`config.mk`:
```
export PLATFORM = sky130hd
export DESIGN_NAME = bus_arbiter
export DESIGN_NICKNAME = d
export VERILOG_FILES = /design/src/rtl/bus_arbiter.sv
export SDC_FILE = /design/constraint.sdc
export NUM_CORES = 1
export LEC_CHECK = 0
export CORE_MARGIN = 3
export CORE_UTILIZATION = 30
export DETAILED_ROUTE_END_ITERATION = 10
export GPL_TIMING_DRIVEN = 0
export MAX_ROUTING_LAYER = met4
export PLACE_DENSITY = 0.51
export SKIP_CTS_REPAIR_TIMING = 1
export SYNTH_ARGS = -nofsm -noshare
export SYNTH_HDL_FRONTEND = slang
export SYNTH_SLANG_ARGS = --single-unit
```
`constraint.sdc`:
```
create_clock -name clk -period 5.08 [get_ports clk]
set_clock_uncertainty 0.15 [all_clocks]
set_input_delay 0.508 -clock clk [delete_from_list [all_inputs] [get_ports clk]]
set_output_delay 0.508 -clock clk [all_outputs]
set_load 0.01 [all_outputs]
```
`src/rtl/bus_arbiter.sv`:
```
// -----------------------------------------------------------------------------
// bus_arbiter
//
// Two-master bus arbiter with serial slave selection. A granted master shifts
// its slave index in MSB first over SLAVE_LEN cycles, then owns the bus until
// it pulses trans_done or drops its request. Ties are broken round-robin
// against the master granted last. Every output is registered.
//
// Optional feature: define ARB_TIMEOUT_EN to enable a BUSY watchdog that
// releases the bus after TIMEOUT_CYCLES cycles without trans_done and pulses
// timeout for the single RELEASE cycle. Without the macro, timeout is tied 0.
//
// Parameters:
//   SLAVE_LEN       width of the serial slave index (2**SLAVE_LEN slaves)
//   TIMEOUT_CYCLES  BUSY cycles allowed before the watchdog fires
//
// Ports:
//   clk                  system clock, rising edge
//   reset                asynchronous, active-high reset
//   m1_request/m2_request       bus requests from master 1/2
//   m1_slave_select/m2_slave_select  serial slave index bits, MSB first
//   trans_done           end-of-transaction pulse from the granted master
//   m1_grant/m2_grant    bus grant to master 1/2 (mutually exclusive)
//   arbitor_busy         a grant is active (SSEL or BUSY)
//   bus_busy             address/data phase in progress (BUSY)
//   mux_sel              bus mux select: 0 = master 1, 1 = master 2
//   slave_sel            last fully captured slave index
//   slave_en             one-hot slave enable, active only in BUSY
//   timeout              one-cycle watchdog release pulse
// -----------------------------------------------------------------------------
module bus_arbiter #(
    parameter int SLAVE_LEN      = 2,
    parameter int TIMEOUT_CYCLES = 1024
) (
    input  logic                      clk,
    input  logic                      reset,
    input  logic                      m1_request,
    input  logic                      m2_request,
    input  logic                      m1_slave_select,
    input  logic                      m2_slave_select,
    input  logic                      trans_done,
    output logic                      m1_grant,
    output logic                      m2_grant,
    output logic                      arbitor_busy,
    output logic                      bus_busy,
    output logic                      mux_sel,
    output logic [SLAVE_LEN-1:0]      slave_sel,
    output logic [2**SLAVE_LEN-1:0]   slave_en,
    output logic                      timeout
);

    localparam int NUM_SLAVES = 2**SLAVE_LEN;
    localparam int BIT_CNT_W  = $clog2(SLAVE_LEN) + 1;

    typedef enum logic [1:0] {
        IDLE    = 2'd0,
        SSEL    = 2'd1,
        BUSY    = 2'd2,
        RELEASE = 2'd3
    } state_t;

    state_t                  state_q, state_d;
    logic                    last_q, last_d;        // 0 = master 1 granted last
    logic [SLAVE_LEN-1:0]    shift_q, shift_d;      // partial index during SSEL
    logic [BIT_CNT_W-1:0]    bit_cnt_q, bit_cnt_d;
    logic                    mux_sel_q, mux_sel_d;  // doubles as current owner
    logic [SLAVE_LEN-1:0]    slave_sel_q, slave_sel_d;
    logic [NUM_SLAVES-1:0]   slave_en_q, slave_en_d;
    logic                    m1_grant_q, m1_grant_d;
    logic                    m2_grant_q, m2_grant_d;
    logic                    arb_busy_q, arb_busy_d;
    logic                    bus_busy_q, bus_busy_d;

`ifdef ARB_TIMEOUT_EN
    localparam int WDOG_W = $clog2(TIMEOUT_CYCLES + 1);
    logic [WDOG_W-1:0]       wdog_q, wdog_d;
    logic                    timeout_q, timeout_d;
`endif

    logic                    owner_req;
    logic                    owner_bit;
    logic                    active_d;

    // The owner's request and serial bit; only meaningful in SSEL/BUSY.
    assign owner_req = mux_sel_q ? m2_request      : m1_request;
    assign owner_bit = mux_sel_q ? m2_slave_select : m1_slave_select;

    always_comb begin
        // NOTE: every signal gets a default before the case so no path leaves
        // it unassigned; an unassigned path would infer a latch.
        state_d     = state_q;
        last_d      = last_q;
        shift_d     = shift_q;
        bit_cnt_d   = bit_cnt_q;
        mux_sel_d   = mux_sel_q;
        slave_sel_d = slave_sel_q;
`ifdef ARB_TIMEOUT_EN
        wdog_d      = wdog_q;
        timeout_d   = 1'b0;
`endif

        unique case (state_q)
            IDLE: begin
                if (m1_request || m2_request) begin
                    state_d   = SSEL;
                    shift_d   = '0;
                    bit_cnt_d = '0;
                    // Tie goes to whichever master was not granted last.
                    if (m1_request && m2_request) mux_sel_d = ~last_q;
                    else                          mux_sel_d = m2_request;
                end
            end

            SSEL: begin
                if (!owner_req) begin
                    // Abort: the partial index never reaches slave_sel.
                    state_d = RELEASE;
                    last_d  = mux_sel_q;
                end else begin
                    shift_d    = shift_q << 1;
                    shift_d[0] = owner_bit;
                    bit_cnt_d  = bit_cnt_q + BIT_CNT_W'(1);
                    if (bit_cnt_q == BIT_CNT_W'(SLAVE_LEN - 1)) begin
                        state_d     = BUSY;
                        slave_sel_d = shift_d;
`ifdef ARB_TIMEOUT_EN
                        wdog_d      = '0;
`endif
                    end
                end
            end

            BUSY: begin
                // trans_done wins over a simultaneous request drop; both end
                // the transaction the same way.
                if (trans_done || !owner_req) begin
                    state_d = RELEASE;
                    last_d  = mux_sel_q;
`ifdef ARB_TIMEOUT_EN
                end else if (wdog_q == WDOG_W'(TIMEOUT_CYCLES - 1)) begin
                    state_d   = RELEASE;
                    last_d    = mux_sel_q;
                    timeout_d = 1'b1;
                end else begin
                    wdog_d = wdog_q + WDOG_W'(1);
`endif
                end
            end

            RELEASE: state_d = IDLE;

            default: state_d = IDLE;
        endcase

        // Outputs are decoded from the next state so they register in step
        // with the state they describe.
        active_d   = (state_d == SSEL) || (state_d == BUSY);
        m1_grant_d = active_d && !mux_sel_d;
        m2_grant_d = active_d &&  mux_sel_d;
        arb_busy_d = active_d;
        bus_busy_d = (state_d == BUSY);
        slave_en_d = '0;
        if (state_d == BUSY) slave_en_d[slave_sel_d] = 1'b1;
    end

    // NOTE: sequential state uses non-blocking assignments so every flop
    // samples its _d value from before the edge, independent of block order.
    always_ff @(posedge clk or posedge reset) begin
        if (reset) begin
            state_q     <= IDLE;
            last_q      <= 1'b1;    // master 2 "last" so master 1 wins first tie
            shift_q     <= '0;
            bit_cnt_q   <= '0;
            mux_sel_q   <= 1'b0;
            slave_sel_q <= '0;
            slave_en_q  <= '0;
            m1_grant_q  <= 1'b0;
            m2_grant_q  <= 1'b0;
            arb_busy_q  <= 1'b0;
            bus_busy_q  <= 1'b0;
        end else begin
            state_q     <= state_d;
            last_q      <= last_d;
            shift_q     <= shift_d;
            bit_cnt_q   <= bit_cnt_d;
            mux_sel_q   <= mux_sel_d;
            slave_sel_q <= slave_sel_d;
            slave_en_q  <= slave_en_d;
            m1_grant_q  <= m1_grant_d;
            m2_grant_q  <= m2_grant_d;
            arb_busy_q  <= arb_busy_d;
            bus_busy_q  <= bus_busy_d;
        end
    end

`ifdef ARB_TIMEOUT_EN
    always_ff @(posedge clk or posedge reset) begin
        if (reset) begin
            wdog_q    <= '0;
            timeout_q <= 1'b0;
        end else begin
            wdog_q    <= wdog_d;
            timeout_q <= timeout_d;
        end
    end

    assign timeout = timeout_q;
`else
    assign timeout = 1'b0;
`endif

    assign m1_grant     = m1_grant_q;
    assign m2_grant     = m2_grant_q;
    assign arbitor_busy = arb_busy_q;
    assign bus_busy     = bus_busy_q;
    assign mux_sel      = mux_sel_q;
    assign slave_sel    = slave_sel_q;
    assign slave_en     = slave_en_q;

endmodule
```
Word-level counts from Yosys, hierarchy flattened

Index checks and enable logic that the tools add are counted.

$add $sub $neg: 1
Order comparisons: 2
Equality and inequality tests: 10
Mux-type cells: 24
Bitwise logic cells: 1
Reduce and logical (&&, ||, !) cells: 14

Operators by type and width:

| operator                                                                             | count |
|---|---|
| 2-bit two-way mux                                                                    | 9 |
| 1-bit two-way mux                                                                    | 9 |
| 2-bit != test (second input constant)                                                | 4 |
| 2-bit one-hot mux with 4 select lines                                                | 1 |
| 2-bit by 1-bit equality test with 1-bit output (second input constant)               | 3 |
| 2-bit equality test (second input constant)                                          | 3 |
| 3-bit AND reduction                                                                  | 2 |
| 1-bit logical AND                                                                    | 4 |
| 4-bit two-way mux                                                                    | 1 |
| 1-bit one-hot mux with 2 select lines                                                | 2 |
| 2-bit one-hot mux with 2 select lines                                                | 1 |
| 2-bit nonzero test                                                                   | 2 |
| 1-bit logical OR                                                                     | 3 |
| 2-bit by 3-bit < comparator with 1-bit output (second input constant)                | 1 |
| 2-bit by 1-bit adder with 2-bit output (second input constant)                       | 1 |
| 1-bit demux with 2-bit select                                                        | 1 |
| 2-bit by 1-bit greater-or-equal comparator with 1-bit output (second input constant) | 1 |
| 1-bit logical NOT                                                                    | 2 |
| 2-bit logical NOT                                                                    | 1 |
| 1-bit inverter                                                                       | 1 |

Flip-flop bits (word level): 17
Input port bits: 7
Output and inout port bits: 12
Logic and storage cells: 63

Longest topological paths before layout

Depth in word-level cells: 9
Gate-level depth with buffers: 9
Depth with buffers taken out: 9

Least setup slack after synthesis

No wires, ideal clock.

Path type: register to register
Start: register mux_sel_q, in the netlist mux_sel
End: register slave_en_q[0], in the netlist slave_en[0]
Library setup time: 136 ps
Arrival time: 1719 ps
Required time: 4794 ps
Slack: 3074 ps
Cell stages (with the launch flop): 9
Path buffers: 1
Period minus slack after synthesis: 2006 ps
Cells stage by stage: dfrtp_1 -> buf_6 -> mux2i_4 -> a21oi_1 -> a211o_1 -> ha_1 -> nor2b_1 -> nand2_1 -> mux2i_1

Elaborated cells between the ends (all ways): 17
Classes of those cells: 2 x order compare; 1 x eq/ne; 11 x mux; 3 x reduce/logical

RTL lines:

| item                                    | line | text |
|---|---|---|
| start: declaration                      | 66   | `logic mux_sel_q, mux_sel_d;` |
| start signal: assignment                | 186  | `mux_sel_q <= mux_sel_d;` |
| 1-bit two-way mux *                     | 85   | `assign owner_req = mux_sel_q ? m2_request : m1_request;` |
| 1-bit logical NOT                       | 136  | `if (trans_done \|\| !owner_req) begin` |
| 1-bit logical OR                        | 136  |  |
| 2-bit two-way mux                       | 136  |  |
| 2-bit one-hot mux with 4 select lines * | 102  | `unique case (state_q)` |
| 2-bit equality test *                   | -    |  |
| named net bus_busy_d                    | 72   | `logic bus_busy_q, bus_busy_d;` |
| 4-bit two-way mux *                     | 163  | `if (state_d == BUSY) slave_en_d[slave_sel_d] = 1'b1;` |
| named net slave_en_d[0]                 | 68   | `logic [NUM_SLAVES-1:0] slave_en_q, slave_en_d;` |
| end signal: assignment                  | 188  | `slave_en_q <= slave_en_d;` |
| end: declaration                        | 68   |  |

Mark *: on every way through the listed nets, which the timed path passes. The rest lies on a longest branch.
A chain may end at the register's enable or synchronous reset.

Worst setup path in the final report

Start: input m1_request
End: register slave_en_q[1], in the netlist slave_en[1]

Elaborated cells between the ends (all ways): 17
Classes of those cells: 2 x order compare; 1 x eq/ne; 10 x mux; 4 x reduce/logical

RTL lines:

| item                                    | line | text |
|---|---|---|
| start: declaration                      | 37   | `input logic m1_request,` |
| 1-bit two-way mux                       | 85   |  |
| 1-bit logical NOT                       | 136  |  |
| 1-bit logical OR                        | 136  |  |
| 2-bit two-way mux                       | 136  |  |
| 2-bit one-hot mux with 4 select lines * | 102  |  |
| named net state_d[1]                    | 62   | `state_t state_q, state_d;` |
| 2-bit equality test *                   | -    |  |
| named net bus_busy_d                    | 72   |  |
| 4-bit two-way mux *                     | 163  |  |
| named net slave_en_d[1]                 | 68   |  |

Marked as above.

==> flow_summary.toml <==
[setup_path]
startpoint = "m1_request"
start_kind = "input port"
required_ns = 5.16
arrival_ns = 2.54
path_max_fanout = 10
cp-end-kind = "flip-flop"
critPathMaxStageDelay_ns = 0.54
cp_num_buf_inv = 1
criticalPathCategory = "input port to flip-flop"
r2r_start = "mux_sel$_DFF_PP0_"
worstPathCellList = "clkdlybuf4s50_1, mux2i_4, nor2_1, o21ai_0, ha_1, nor2b_1, nand2_1, mux2i_1"
crit_family = "buffers and inverters"
cpMaxStageDelayCell = "clkdlybuf4s50_1"

[timing]
finalSetupViolations = 0
hold_viol = 0
finalMaxSlewViolations = 0
period_share = 0.4848
rsz0062_at_grt = "false"
worst_pin_slew_ns = 0.6477
post-route-min-period_ns = 2.463
maxSlewHeadroom = 0.5677
final.setup.tns_ns = 0
fmax_mhz = 406.1

[final_layout]
stdcell_count = 132
seqCellArea_sq_um = 426.7
drive_above_1_share = 0.1287
fillers = 278
n_antenna_cell = 0
multi_input_area_sq_um = 417.9
layout.nets = 111
area_growth_pct = 26.77

[run]
maxCapViolCount = 0

[pwr]
powerDensity_nw_per_um2 = 575.1
finalPower_uw = 644.0
max-vdd-ir-drop_uv = 316.0
power.leakage_uw = 0.0004611

[yosys]
synth_nets = 89
synthAdderAreaFrac = 0.02833
ys_seq_elements = 17
synth_enable_flop_cells = 0
yosysWarnings = 0
yosys.area_share.simple = 0.1941
async_flop_share = 1.000
synth_area_sq_um = 883.3
synth_compound_area_frac = 0.1176
avgSynthCellArea_sq_um = 11.04
yosys.area_share.xor_xnor = 0
synth_cells = 80
synth.distinct_cells = 35
synth_ff_type = "dfrtp_1"
synth_mux_area_frac = 0.1289
synth-seq-area-share = 0.4830
synth_top_family_by_area = "simple AND/OR/NAND/NOR gates"

[clock_tree]
cts_tree = "yes"
htree_levels = 1
path_clk_slew_ns = 0.11
clockBufferDepth = 2
cts_inserted_buffers = 3
clock_tree.root_cell = "clkbuf_4"
clock_latency_ns = 0.29
clkSinkCount = 17

[route]
via_count = 647
dr.pass1.iters = 4
wl_per_cell_um = 12.74
viasPerCell = 4.902
drt_iter0_markers = 30
drc = 0
ant_nets = 0
drt-total-wl_um = 1682

[die]
die-area_sq_um = 3632
die_x_um = 60.27
io_pins = 19
num_rows = 19
die_height_um = 60.27
core_area_sq_um = 2781
initial_utilization = 0.3176

[placed_design]
portBuffers = 17
place_inst = 128
gp_congestion = 0.7253
dp_hpwl_um = 1215

[worst_hold_path]
hold_path_class = "flip-flop to flip-flop"
worst_hold_startpoint = "bit_cnt_q[1]$_DFFE_PP0P_"

[global_route]
grt_pass1_wl_um = 2649
grtUsageTotal = 0.1036
grt_pass1_vias = 575
grt_overflow_total = 0
grt_max_degree = 18
antenna_found_initial = 0

[outcome]
status = "completed"
[worst reg2reg max path: cells and delay by family (launching register included)]
family | cells | cell delay [ns]
flops | 1 | 0.38
buf+inv | 1 | 0.15
simple gates | 3 | 0.36
mux | 2 | 0.55
compound gates | 1 | 0.25
fa+ha+maj | 1 | 0.35
[routing by layer]
metal / up-vias / track usage / routed length, um
met5: - / - / 0
met4: 0 / 0.02848 / 19
met3: 2 / 0.04536 / 76
met2: 10 / 0.1528 / 790
met1: 306 / 0.1286 / 795
li1: 329 / - / -
[cells in the mapped netlist, types with 2 or more instances]
library cell | n | area, sq um
dfrtp_1 | 16 | 400.4
a211oi_1 | 2 | 15.01
nand3_1 | 4 | 20.02
inv_1 | 3 | 11.26
nor3_1 | 3 | 15.01
nand2_1 | 6 | 22.52
mux2_4 | 2 | 30.03
nor2b_1 | 3 | 18.77
nand2b_1 | 4 | 25.02
nand3b_1 | 2 | 15.01
and2_1 | 2 | 12.51
mux2i_1 | 5 | 50.05
a21oi_1 | 2 | 10.01
ha_1 | 2 | 25.02
o31ai_1 | 2 | 15.01
nor2_1 | 3 | 11.26
[cells in the final DEF (no fill, tap or decap), types with 2 or more instances in the layout]
master           count
and2_1               2
a21oi_1              2
nor2_1               3
o31ai_1              2
mux2_4               2
inv_1                3
nand2b_1             4
a211oi_1             2
mux2i_1              5
dfrtp_1             16
nand3_1              4
nand2_1              6
clkdlybuf4s50_1     17
clkbuf_4             3
ha_1                 2
nor3_1               3
nand3b_1             2
nor2b_1              3
[power breakdown]
| part | switching (uW) | internal [uW] | total (uW) |
|---|---|---|---|
| logic | 162 | 172 | 334 |
| registers | 40.9 | 194 | 235 |
| clock network | 45.5 | 29.3 | 74.8 |
| total | 249 | 395 | 644 |
[area by class of cell]
| type | instances | share of cell area |
|---|---|---|
| Timing Repair Buffer | 17 | 0.1520 |
| Multi-Input combinational cell | 56 | 0.3732 |
| Clock inverter | 1 | 0.004469 |
| Sequential cell | 17 | 0.3810 |
| Clock buffer | 3 | 0.02011 |
| Tap cell | 31 | 0.03464 |
| Inverter | 3 | 0.01006 |
| Buffer | 4 | 0.02458 |
[state kept, by name, indices dropped and copies added, names as in the netlist]
register,count
shift_q,1
slave_sel,2
slave_en,4
m2_grant,1
bus_busy,1
last_q,1
m1_grant,1
state_q,2
arbitor_busy,1
bit_cnt_q,2
mux_sel,1
[per-stage QoR]
step | instance area (sq um) | worst slack (ns) | hold WS, ns | utilization
2_1_floorplan | 883.3 | 3.074 | 0.2833 | -
3_3_place_gp | 1092 | 2.358 | 0.3521 | 0.3927
3_5_place_dp | 1092 | 2.316 | 0.3546 | 0.3927
5_1_grt | 1120 | 2.444 | 0.4118 | 0.4026
6_report | 1120 | 2.617 | 0.3692 | 0.4026
4_1_cts | 1120 | 2.632 | 0.3812 | 0.4026
[logic make-up (layout without fill, tap and decap cells)]
kind of cell,Yosys count,count (layout)
buf+inv,7,28
flops,17,17
simple gates,30,30
mux,9,9
compound gates,14,14
other cells,1,1
fa+ha+maj,2,2
[worst paths after layout]
check,cells past startpoint,end,slack [ns]
min in group asynchronous,2,slave_en[3]$_DFF_PP0_,0.44
max in group asynchronous,2,bit_cnt_q[1]$_DFFE_PP0P_,3.92
worst min register to register,2,bit_cnt_q[1]$_DFFE_PP0P_,0.37
worst max-delay path,8,slave_en[1]$_DFF_PP0_,2.62
worst max register to register,8,slave_en[1]$_DFF_PP0_,2.83
worst min-delay path,2,bit_cnt_q[1]$_DFFE_PP0P_,0.37
No activity file was read; power rests on OpenSTA's default activity.
